==> src/rtl/decode_stage.sv <==
// Decode stage: splits the instruction word into fields, tracks pending register
// writes in a busy scoreboard and stalls on RAW/WAW hazards; HALT freezes issue until reset.
module decode_stage #(
  parameter int BITS_DATA = 32,
  parameter int BITS_ADDR = 3
) (
  input  logic                 clk,
  input  logic                 rst,
  input  logic                 in_valid,
  input  logic [BITS_DATA-1:0] in_instr,
  output logic                 in_ready,
  output logic                 out_valid,
  input  logic                 out_ready,
  output logic [5:0]           out_op,
  output logic [BITS_ADDR-1:0] out_rd,
  output logic [BITS_ADDR-1:0] out_rs1,
  output logic [BITS_ADDR-1:0] out_rs2,
  output logic                 out_we,
  output logic [BITS_DATA-1:0] out_imm,
  input  logic                 wb_valid,
  input  logic [BITS_ADDR-1:0] wb_addr,
  output logic                 halted,
  output logic                 illegal,
  output logic [15:0]          stall_cnt
);

  // state   | meaning
  // ST_RUN  | normal issue
  // ST_HALT | HALT accepted, no further issue until rst
  typedef enum logic {ST_RUN, ST_HALT} state_t;

  localparam int NUM_REGS = 1 << BITS_ADDR;
  localparam logic [5:0] OP_NOP   = 6'h00;
  localparam logic [5:0] OP_ADD   = 6'h01;
  localparam logic [5:0] OP_ADDI  = 6'h02;
  localparam logic [5:0] OP_STORE = 6'h03;
  localparam logic [5:0] OP_HALT  = 6'h3F;

  state_t state_q, state_d;

  logic [5:0]           op;
  logic [BITS_ADDR-1:0] rd, rs1, rs2;
  logic [BITS_DATA-1:0] imm;
  logic                 legal, reads_rs1, reads_rs2, writes_rd;
  logic [NUM_REGS-1:0]  busy_q, busy_d, clr, busy_eff;
  logic                 hazard, accept;

  logic                 out_valid_q, out_valid_d;
  logic [5:0]           out_op_q, out_op_d;
  logic [BITS_ADDR-1:0] out_rd_q, out_rd_d, out_rs1_q, out_rs1_d, out_rs2_q, out_rs2_d;
  logic                 out_we_q, out_we_d;
  logic [BITS_DATA-1:0] out_imm_q, out_imm_d;
  logic                 illegal_q, illegal_d;
  logic [15:0]          stall_q, stall_d;

  assign op  = in_instr[31:26];
  assign rd  = in_instr[25:23];
  assign rs1 = in_instr[22:20];
  assign rs2 = in_instr[19:17];
  assign imm = {{(BITS_DATA-17){in_instr[16]}}, in_instr[16:0]};

  always_comb begin
    legal     = 1'b1;
    reads_rs1 = 1'b0;
    reads_rs2 = 1'b0;
    writes_rd = 1'b0;
    case (op)
      OP_NOP:   ;
      OP_ADD:   begin reads_rs1 = 1'b1; reads_rs2 = 1'b1; writes_rd = 1'b1; end
      OP_ADDI:  begin reads_rs1 = 1'b1; writes_rd = 1'b1; end
      OP_STORE: begin reads_rs1 = 1'b1; reads_rs2 = 1'b1; end
      OP_HALT:  ;
      default:  legal = 1'b0;
    endcase
  end

  // A writeback landing this cycle already resolves the hazard it would cause.
  always_comb begin
    clr = '0;
    for (int i = 0; i < NUM_REGS; i++)
      clr[i] = wb_valid && (wb_addr == BITS_ADDR'(i));
  end
  assign busy_eff = busy_q & ~clr;

  assign hazard = in_valid && ((reads_rs1 && busy_eff[rs1]) ||
                               (reads_rs2 && busy_eff[rs2]) ||
                               (writes_rd && busy_eff[rd]));
  assign halted   = (state_q == ST_HALT);
  assign in_ready = !halted && !hazard && (!out_valid_q || out_ready);
  assign accept   = in_valid && in_ready;

  always_comb begin
    state_d = state_q;
    if (state_q == ST_RUN && accept && op == OP_HALT)
      state_d = ST_HALT;
  end

  always_comb begin
    out_valid_d = out_valid_q;
    out_op_d    = out_op_q;
    out_rd_d    = out_rd_q;
    out_rs1_d   = out_rs1_q;
    out_rs2_d   = out_rs2_q;
    out_we_d    = out_we_q;
    out_imm_d   = out_imm_q;
    busy_d      = busy_eff;
    illegal_d   = accept && !legal;
    stall_d     = stall_q;
    if (accept && legal) begin
      out_valid_d = 1'b1;
      out_op_d    = op;
      out_rd_d    = rd;
      out_rs1_d   = rs1;
      out_rs2_d   = rs2;
      out_we_d    = writes_rd;
      out_imm_d   = imm;
      if (writes_rd)
        busy_d[rd] = 1'b1;
    end else if (out_ready) begin
      out_valid_d = 1'b0;
    end
    if (in_valid && hazard && !halted && stall_q != 16'hFFFF)
      stall_d = stall_q + 16'd1;
  end

  always_ff @(posedge clk) begin
    if (rst) begin
      state_q     <= ST_RUN;
      out_valid_q <= 1'b0;
      out_op_q    <= '0;
      out_rd_q    <= '0;
      out_rs1_q   <= '0;
      out_rs2_q   <= '0;
      out_we_q    <= 1'b0;
      out_imm_q   <= '0;
      busy_q      <= '0;
      illegal_q   <= 1'b0;
      stall_q     <= '0;
    end else begin
      state_q     <= state_d;
      out_valid_q <= out_valid_d;
      out_op_q    <= out_op_d;
      out_rd_q    <= out_rd_d;
      out_rs1_q   <= out_rs1_d;
      out_rs2_q   <= out_rs2_d;
      out_we_q    <= out_we_d;
      out_imm_q   <= out_imm_d;
      busy_q      <= busy_d;
      illegal_q   <= illegal_d;
      stall_q     <= stall_d;
    end
  end

  assign out_valid = out_valid_q;
  assign out_op    = out_op_q;
  assign out_rd    = out_rd_q;
  assign out_rs1   = out_rs1_q;
  assign out_rs2   = out_rs2_q;
  assign out_we    = out_we_q;
  assign out_imm   = out_imm_q;
  assign illegal   = illegal_q;
  assign stall_cnt = stall_q;

endmodule

==> config.mk <==
export PLATFORM = sky130hd
export DESIGN_NAME = decode_stage
export DESIGN_NICKNAME = d
export VERILOG_FILES = /design/src/rtl/decode_stage.sv
export SDC_FILE = /design/constraint.sdc
export NUM_CORES = 1
export LEC_CHECK = 0
export ABC_AREA = 1
export CAP_MARGIN = 5
export CORE_ASPECT_RATIO = 0.5
export CORE_UTILIZATION = 50
export CTS_CLUSTER_DIAMETER = 50
export DETAILED_ROUTE_END_ITERATION = 6
export PLACE_DENSITY = 0.86
export SLEW_MARGIN = 0
export SYNTH_ARGS = -nofsm -noshare
export SYNTH_HDL_FRONTEND = slang
export SYNTH_SLANG_ARGS = --single-unit
export TNS_END_PERCENT = 100
==> constraint.sdc <==
create_clock -name clk -period 5.4 [get_ports clk]
set_input_delay 0.81 -clock clk [delete_from_list [all_inputs] [get_ports clk]]
set_output_delay 0.81 -clock clk [all_outputs]
set_load 0.005 [all_outputs]
==> Word-level counts from Yosys, hierarchy flattened <==
Index checks and enable logic that the tools add are counted.
{ "op_classes": {"n_addsub": 1, "order_cmp": 4, "muxes": 16, "n_eq_ne": 12, "mul": 0, "div_mod_pow": 0, "reduce_logical": 37, "n_shift": 0, "n_bitwise": 4} }
{ "ops": {"columns": ["operator", "count"], "rows": [
  ["$logic_and 1x1->1", 23],
  ["$add 16x1->16 const B", 1],
  ["$mux 8", 2],
  ["$ne 16x16->1 const B", 1],
  ["$eq 3x3->1 const B", 4],
  ["$eq 6x2->1 const B", 2],
  ["$lt 3x4->1 const B", 3],
  ["$mux 1", 10],
  ["$bmux 1 s3", 3],
  ["$and 8x8->8", 1],
  ["$not 8->8", 1],
  ["$or 8x8->8", 1],
  ["$eq 3x2->1 const B", 2],
  ["$eq 6x1->1 const B", 1],
  ["$eq 6x6->1 const B", 1],
  ["$logic_not 6->1", 1],
  ["$reduce_or 5->1", 1],
  ["$logic_not 1->1", 4],
  ["$reduce_or 2->1", 2],
  ["$demux 1 s3", 1],
  ["$eq 3x1->1 const B", 1],
  ["$ge 3x1->1 const B", 1],
  ["$logic_not 3->1", 1],
  ["$logic_or 1x1->1", 3],
  ["other kinds (3)", 3]
]} }
{ "totals": {"ram_bits": 0, "output_inout_bits": 68, "latch_bits": 0, "mem_count": 0, "inputBits": 40, "rom_bits": 0, "wordCells": 85, "regBits": 60} }

==> Depth between registers and ports, before layout <==
Gate-level depths: netlist of run 1.
{ "logic_depth": {"depth_word": 16, "depth_mapped": 15, "mapped_depth_nobuf": 14} }

==> Worst setup path before layout of run 1 <==
No wires, ideal clock.
{ "synth_timing": {"kind": "input port to output port", "from": "in in_instr[30]", "to": "out in_ready", "required_time_ps": 4590, "path_slack_ps": 2918, "arrival_ps": 1672, "path_buffers": 0, "stages": 7, "cell_sequence": "or2_1 nor2_1 nand3_1 a21oi_2 nand3_2 nand3_4 a21oi_1"} }
{ "synth_between": {"elab_chain_cells": 10, "elab_cells_between_ends": 18, "cone_classes": "eq/ne (3); mux (3); reduce/logical (12)"} }
{ "synth_lines": {"columns": ["item", "line", "rtl"], "rows": [
  ["from (decl)", "10", "input logic [BITS_DATA-1:0] in_instr,"],
  ["$eq 6x2->1 / $eq 6x1->1 (equally long branches)", "67", "case (op)"],
  ["$reduce_or 3->1 (no source line) / $reduce_or 2->1 (equally long branches)", null, null],
  ["$mux 1", "67", null],
  ["$logic_and 1x1->1 (on tied branches)", "85, 86", null],
  ["$logic_or 1x1->1", "85", "assign hazard = in_valid && ((reads_rs1 && busy_eff[rs1]) ||"],
  ["$logic_or 1x1->1 (*)", "86", "(reads_rs2 && busy_eff[rs2]) ||"],
  ["$logic_and 1x1->1 (*)", "85", null],
  ["$logic_not 1->1 (*)", "89", "assign in_ready = !halted && !hazard && (!out_valid_q || out_ready);"],
  ["$logic_and 1x1->1 (*) (2 in series)", "89", null],
  ["to (decl)", "11", "output logic in_ready,"]
]} }
Mark *: on every way between the ends. The rest lies on a longest branch, timed or not.

==> Final worst setup path of run 1 <==
{ "layout_timing": {"from": "in wb_addr[1]", "to": "out in_ready"} }
{ "layout_between": {"elab_chain_cells": 13, "elab_cells_between_ends": 33, "cone_classes": "eq/ne (7); mux (6); bitwise (2); reduce/logical (18)"} }
{ "layout_lines": {"columns": ["item", "line", "rtl"], "rows": [
  ["from (decl)", "21", "input logic [BITS_ADDR-1:0] wb_addr,"],
  ["$eq 3x1->1 (tied with other cells)", "81", "clr[i] = wb_valid && (wb_addr == BITS_ADDR'(i));"],
  ["$logic_and 1x1->1", "81", null],
  ["$not 8->8 (*)", "83", "assign busy_eff = busy_q & ~clr;"],
  ["$and 8x8->8 (*)", "83", null],
  ["$bmux 1 s3 (on tied branches)", "85, 86", null],
  ["$mux 1 (on tied branches)", "85, 86", null],
  ["$logic_and 1x1->1 (on tied branches)", "85, 86", null],
  ["$logic_or 1x1->1", "85", null],
  ["$logic_or 1x1->1 (*)", "86", null],
  ["$logic_and 1x1->1 (*)", "85", null],
  ["$logic_not 1->1 (*)", "89", null],
  ["$logic_and 1x1->1 (*) (2 in series)", "89", null]
]} }
Mark *: on every way between the ends. The rest lies on a longest branch, timed or not. The select of a mux whose other input is x is not followed.

==> results of run 1 <==
-- routing by layer --
metal / vias to the layer above / wire length, µm / share of wire, % / global-route usage, %
met4: 0 / 165 / 2.0 / 10.9
met3: 18 / 595 / 7.3 / 8.55
met1: 1453 / 3550 / 43 / 29.8
li1: 1701 / - / - / -
met2: 120 / 3880 / 47 / 41.8
met5: - / 0 / 0 / 0
-- cell usage in the layout (no fill, tap or decap) --
master,synthesis,final
clkinv_1,1,1
buf_4,16,1
nor2_1,73,73
dfxtp_1,60,60
inv_1,64,64
clkinv_2,1,2
nand3_1,41,41
inv_2,3,3
a21oi_2,1,1
a21oi_1,30,30
nor4_1,2,2
nor3_2,1,1
xor2_1,9,9
nand3_4,1,1
clkbuf_16,0,9
nand2_1,146,146
nand4_4,2,2
clkbuf_8,0,2
ha_1,1,1
bufinv_16,0,3
nor3_1,16,16
clkdlybuf4s50_1,0,107
clkbuf_1,6,1
nand3_2,1,1
nor3b_1,1,1
nor2_2,1,1
o21ai_0,1,1
xnor2_1,5,5
nand4_1,5,5
or2_1,2,2
-- through the flow --
| step | setup WS (ns) | total power [mW] | utilization, % |
|---|---|---|---|
| 2_1_floorplan | 2.92 | 0.515 | - |
| 3_3_place_gp | 1.80 | 0.572 | 68.3 |
| 3_5_place_dp | 1.71 | 0.574 | 68.3 |
| 4_1_cts | 1.70 | 1.25 | 74.0 |
| 5_1_grt | 1.49 | 1.28 | 74.0 |
| 6_report | 1.70 | 1.24 | 74.0 |
-- power by group through the flow --
| stage | Clock (mW) | Sequential (mW) | Combinational (mW) |
|---|---|---|---|
| 6_report | 0.672 | 0.456 | 0.110 |
| 5_1_grt | 0.703 | 0.456 | 0.122 |
| 4_1_cts | 0.680 | 0.456 | 0.110 |
| 3_5_place_dp | 0 | 0.465 | 0.109 |
| 3_3_place_gp | 0 | 0.465 | 0.107 |
| 2_1_floorplan | 0 | 0.466 | 0.0493 |
-- worst max-delay path, cell delays in order --
cell and delay (ns):
clkdlybuf4s50_1 0.52, inv_1 0.05, nor2_1 0.14, nand2_1 0.13, nand3_1 0.11, nand3_1 0.10
nand2_1 0.07, nand2_1 0.05, nand3_1 0.12, nand3_4 0.12, a21oi_1 0.14, clkdlybuf4s50_1 0.53
-- cell type report --
| cell class | count | area [µm²] |
|---|---|---|
| fill | 504 | 1600 |
| clock buffer | 12 | 256 |
| tap | 88 | 110 |
| sequential | 60 | 1200 |
| multi-input combinational | 339 | 1560 |
| clock inverter | 4 | 95.1 |
| inverter | 69 | 260 |
| timing repair buffer | 108 | 1080 |
-- flip-flops by register name, indices dropped and copies added (netlist names), 3 cells and up --
name and count:
busy_q 8, out_imm 17, out_op 6, out_rd 3, out_rs1 3, out_rs2 3
stall_cnt 16
-- cells by family after synthesis --
family                   after synthesis
AND/OR/NAND/NOR                      292
buffers and inverters                 99
XOR/XNOR                              14
AO/OA/AOI/OAI                         32
adder cells (fa/ha/maj)                1
flip-flops                            60
-- path summary, 6_finish.rpt --
| path | end | slack (ns) | cells past startpoint |
|---|---|---|---|
| max | in_ready | 1.70 | 12 |
| min | out_we$_SDFFE_PP0P_ | 0.47 | 2 |
| max reg2reg | stall_cnt[4]$_SDFFE_PP0P_ | 2.98 | 10 |
| min reg2reg | out_we$_SDFFE_PP0P_ | 0.47 | 2 |
==> flow_summary.ini, run 1 <==
[critical_path]
startpoint_type = primary input
crit_arrival_ns = 2.89
path_class = in -> out
worstSetupEndpointType = output port
critical_path.max_fanout = 4
worstSetupStartpoint = wb_addr[1]
cp.required_ns = 4.59
rr_startpoint = stall_cnt[0]$_SDFFE_PP0P_

[sta]
finalCriticalPeriod_ns = 3.70
worst_pin_slew_ns = 1.02
relSlewSlack_pct = 31.8
final.setup.tns_ns = 0
skew_ns = 0.00568
fmax_mhz = 270
holdWs_ns = 0.472
fin_crit_sh_pct = 68.5
grt_setup_unrepaired = false
setup_viol = 0
drv_slew = 0
hold_violations = 0

[grt]
grt_max_degree = 64
grt_pass1_wl_um = 13000
overflow = 0
antenna_found_initial = 0
grt_use_total_pct = 25.1
grt_pass1_vias = 2853

[synthesis]
synth.most_common_cell = nand2_1
synth_ff_type = dfxtp_1
syn_nets = 539
synth_top_family_by_area = simple AND/OR/NAND/NOR gates
synthCells = 498
synth_seq_area_share_pct = 37.2
ys_ff_latch = 60
synth_xor_area_share_pct = 3.80
synth_area_per_cell_um2 = 6.48
synthAdderAreaFrac_pct = 0.388
synth_edf_count = 0
ys_top_cells_by_count = nand2_1 (146), nor2_1 (73), inv_1 (64), dfxtp_1 (60), nand3_1 (41)
synth_top_cell_by_area = dfxtp_1
synth-compound-area-share_pct = 5.08
ys_top_cells_by_area = dfxtp_1 (37%), nand2_1 (17%), nor2_1 (8.5%), inv_1 (7.4%), nand3_1 (6.4%)
async_reset_ff_share_pct = 0
ys_types = 28
yosysWarnings = 0
netlist.area_leader.share_pct = 37.2
synthSimpleGateAreaFrac_pct = 39.0
synthMuxAreaShare_pct = 0
syn_area_mm2 = 0.00323

[power_and_ir_drop]
clockPowerShare_pct = 54.3
pwr-share-comb_pct = 8.9
seq_power_share_pct = 36.8
ir_worst_vdd_mv = 0.225
power_density_mw_per_mm2 = 272
power.switching_uw = 255
swShare_pct = 20.6
cellLeakagePower_nw = 1.93
p_int_uw = 984

[drt]
final_antenna_net_count = 0
vias = 3292
finalWirelength_um = 8190
drt-pass1-iter-count = 6
drcViolationCount = 0
routedWlPerCell_um = 12.0
viasPerCell = 4.84
drt_iter0_markers = 251

[clock_tree]
ctsHoldBuffers = 0
cts_resized = 0
numCtsBuffers = 9
htreeDepth = 3
clkTransAtPathRegs_ns = 0.05
cts_buffer_depth = 2
clk_latency_ns = 0.33
post_cts_buffers = 0
cts_tree = yes
clock-sinks = 60
root_buffer = clkbuf_16

[placement]
place_congestion = 0.923
place_area_mm2 = 0.00421
placed_cells = 664
dp.final_hpwl_um = 5540
port_buffers = 107

[finish]
postLayoutCellArea_mm2 = 0.00456
drive_gt1_share_pct = 4.56
final_nets = 628
stdcell_count = 680
diodes = 0
areaGrowthSynthToFinish_pct = 41.3

[worst_hold_path]
min_from = out_we$_SDFFE_PP0P_
worst_hold_path_type = reg -> reg

[outcome]
status = finished, final reports clean

[floorplanning]
core-area_mm2 = 0.00616
die_y_um = 58.8
fp-row-count = 20
start_util_pct = 52.4
io_pins = 108
dieArea_mm2 = 0.00680
die_w_um = 116

[flow_run]
maxCapViolations = 0
(Power assumes the default switching activity.)
==> run 2: changes to the inputs <==
--- a/config.mk
+++ b/config.mk
@@ -8,10 +8,10 @@
 export ABC_AREA = 1
 export CAP_MARGIN = 5
 export CORE_ASPECT_RATIO = 0.5
-export CORE_UTILIZATION = 50
+export CORE_UTILIZATION = 46
 export CTS_CLUSTER_DIAMETER = 50
 export DETAILED_ROUTE_END_ITERATION = 6
-export PLACE_DENSITY = 0.86
+export PLACE_DENSITY = 0.8
 export SLEW_MARGIN = 0
 export SYNTH_ARGS = -nofsm -noshare
 export SYNTH_HDL_FRONTEND = slang
==> constraint.sdc (replaced) <==
create_clock -name clk -period 3.61 [get_ports clk]
set_input_delay 0.5415 -clock clk [delete_from_list [all_inputs] [get_ports clk]]
set_output_delay 0.5415 -clock clk [all_outputs]
set_load 0.005 [all_outputs]
==> run 2 against run 1 <==
  * Combinational power rose by 48%
  * Clock power up 35%
  * Via count decreased by 2.7%
  * Clock skew grew 0.00054 ns
  * Non-clock buffer count grew 1
  * Register-to-register slack worse by 1.8 ns
  * Sequential cell count unchanged
  * Total power up 41%
  * Critical path depth did not move
  * Wire length fell by 4.4%
  * Critical endpoint unchanged
  * Highest routed layer unchanged
==> flow_summary.ini, run 2 (same netlist as run 1, synthesis figures left out) <==
[outcome]
status = finished, final reports clean

[critical_path]
worstSetupEndpointType = output port
crit_arrival_ns = 2.57
critical-path-max-stage-delay_ns = 0.53
cp.required_ns = 3.07
critPathSlowestCell = clkdlybuf4s50_1
crit_path_cell_trace = clkdlybuf4s50_1 > inv_1 > nor2_1 > nand2_1 > nand3_1 > nand3_1 > nand2_1 > nand2_1 > nand3_1 > nand3_4 > a21oi_1 > clkdlybuf4s50_1
critical_path.max_fanout = 4
path_class = in -> out
cp_top_family = buffers and inverters
crit_buf_inv = 3
startpoint_type = primary input

[sta]
final.setup.tns_ns = 0
grt_setup_unrepaired = false
finalCriticalPeriod_ns = 3.11
holdWs_ns = 0.459
drv_slew = 0
setup_viol = 0
hold_violations = 0
relSlewSlack_pct = 34.7
fmax_mhz = 321
worst_pin_slew_ns = 0.979
fin_crit_sh_pct = 86.2
skew_ns = 0.00622

[drt]
vias = 3202
viasPerCell = 4.67
drt-pass1-iter-count = 5
drcViolationCount = 0
routedWlPerCell_um = 11.4
final_antenna_net_count = 0
drt_iter0_markers = 135
finalWirelength_um = 7840

[finish]
nFillCells = 573
final_cell_mix = nand2_1 (146), clkdlybuf4s50_1 (107), nor2_1 (73), inv_1 (64), dfxtp_1 (60)
largest_register_ffs = 17
final_common_cell = nand2_1
diodes = 0
postLayoutCellArea_mm2 = 0.00454
final_core_util_pct = 67.4
drive_gt1_share_pct = 4.72
areaGrowthSynthToFinish_pct = 40.7
stdcell_count = 685
final_nets = 629

[clock_tree]
cts_buffer_depth = 2
numCtsBuffers = 9
htreeDepth = 3
root_buffer = clkbuf_16
cts_tree = yes
clkTransAtPathRegs_ns = 0.05
clk_latency_ns = 0.33
cts_resized = 0
post_cts_buffers = 0
ctsHoldBuffers = 0
clock-sinks = 60

[power_and_ir_drop]
cellLeakagePower_nw = 1.92
ir_worst_vdd_mv = 0.294
power_density_mw_per_mm2 = 386

[placement]
place_area_mm2 = 0.00422
dp.final_hpwl_um = 5560
port_buffers = 107
place_congestion = 0.845
placed_cells = 669

[grt]
grt_pass1_vias = 2752
grt_pass1_wl_um = 12500
grt_max_degree = 38
antenna_found_initial = 0
overflow = 0
grt_use_total_pct = 21.8

[flow_run]
maxCapViolations = 0

[floorplanning]
fp-row-count = 21
core-area_mm2 = 0.00673
die_w_um = 120
dieArea_mm2 = 0.00737
start_util_pct = 48.0
io_pins = 108
die_y_um = 61.2

[worst_hold_path]
worst_hold_path_type = reg -> reg
==> run 2: cell types whose count changed in the layout (fill, tap and decap cells not counted) <==
| cell | before | now |
|---|---|---|
| buf_4 | 1 | 2 |
| clkbuf_8 | 2 | 1 |
| clkinv_2 | 2 | 4 |
| bufinv_16 | 3 | 2 |
==> run 2: worst paths after layout <==
path,slack [ns],endpoint,cells after the start,startpoint
setup / recovery,0.50,in_ready,12,wb_addr[0]
hold / removal,0.46,out_we$_SDFFE_PP0P_,2,out_we$_SDFFE_PP0P_
setup reg to reg,1.17,stall_cnt[9]$_SDFFE_PP0P_,10,stall_cnt[0]$_SDFFE_PP0P_
hold reg to reg,0.46,out_we$_SDFFE_PP0P_,2,out_we$_SDFFE_PP0P_
==> run 2: tightest hold or removal path: cells and delay by family (launching register included) <==
family             cells  cell delay, ns
DFF                    1            0.30
AOI/OAI and AO/OA      1            0.05
and+or+nand+nor        1            0.06
==> run 2: stage by stage <==
stage / worst slack (ns) / total power, mW
floorplan: 1.67 / 0.770
global placement: 0.475 / 0.857
detailed placement: 0.494 / 0.859
CTS: 0.492 / 1.77
global route: 0.276 / 1.82
finish: 0.498 / 1.75
==> run 2: power breakdown <==
group          switching, mW  internal [mW]  total [mW]
combinational         0.0769         0.0865       0.163
clock                  0.286          0.618       0.904
sequential           0.00691          0.675       0.682
total                  0.370           1.38        1.75
==> run 2: final cells by class <==
class / count / area [µm²] / share of cell area [%]
inverters: 69 / 260 / 5.74
repair buffers: 109 / 1090 / 23.9
flip-flops and latches: 60 / 1200 / 26.5
clock inverters: 5 / 75.1 / 1.65
clock buffers: 11 / 243 / 5.35
multi-input cells: 339 / 1560 / 34.3
well taps: 92 / 115 / 2.54
==> run 2: metal layers <==
metal	vias to the layer above	wire, µm	part of all wire (%)	track usage [%]
met2	84	3560	45	36.0
met4	0	42	0.54	8.47
met3	5	419	5.3	6.39
met5	-	0	0	0
li1	1708	-	-	-
met1	1405	3820	49	27.7
==> run 3: changes to the inputs <==
--- a/config.mk
+++ b/config.mk
@@ -9,7 +9,6 @@
 export CAP_MARGIN = 5
 export CORE_ASPECT_RATIO = 0.5
 export CORE_UTILIZATION = 46
-export CTS_CLUSTER_DIAMETER = 50
 export DETAILED_ROUTE_END_ITERATION = 6
 export PLACE_DENSITY = 0.8
 export SLEW_MARGIN = 0
==> results of run 3 <==
No change in the layout: final DEF, timing and power equal those of run 2.
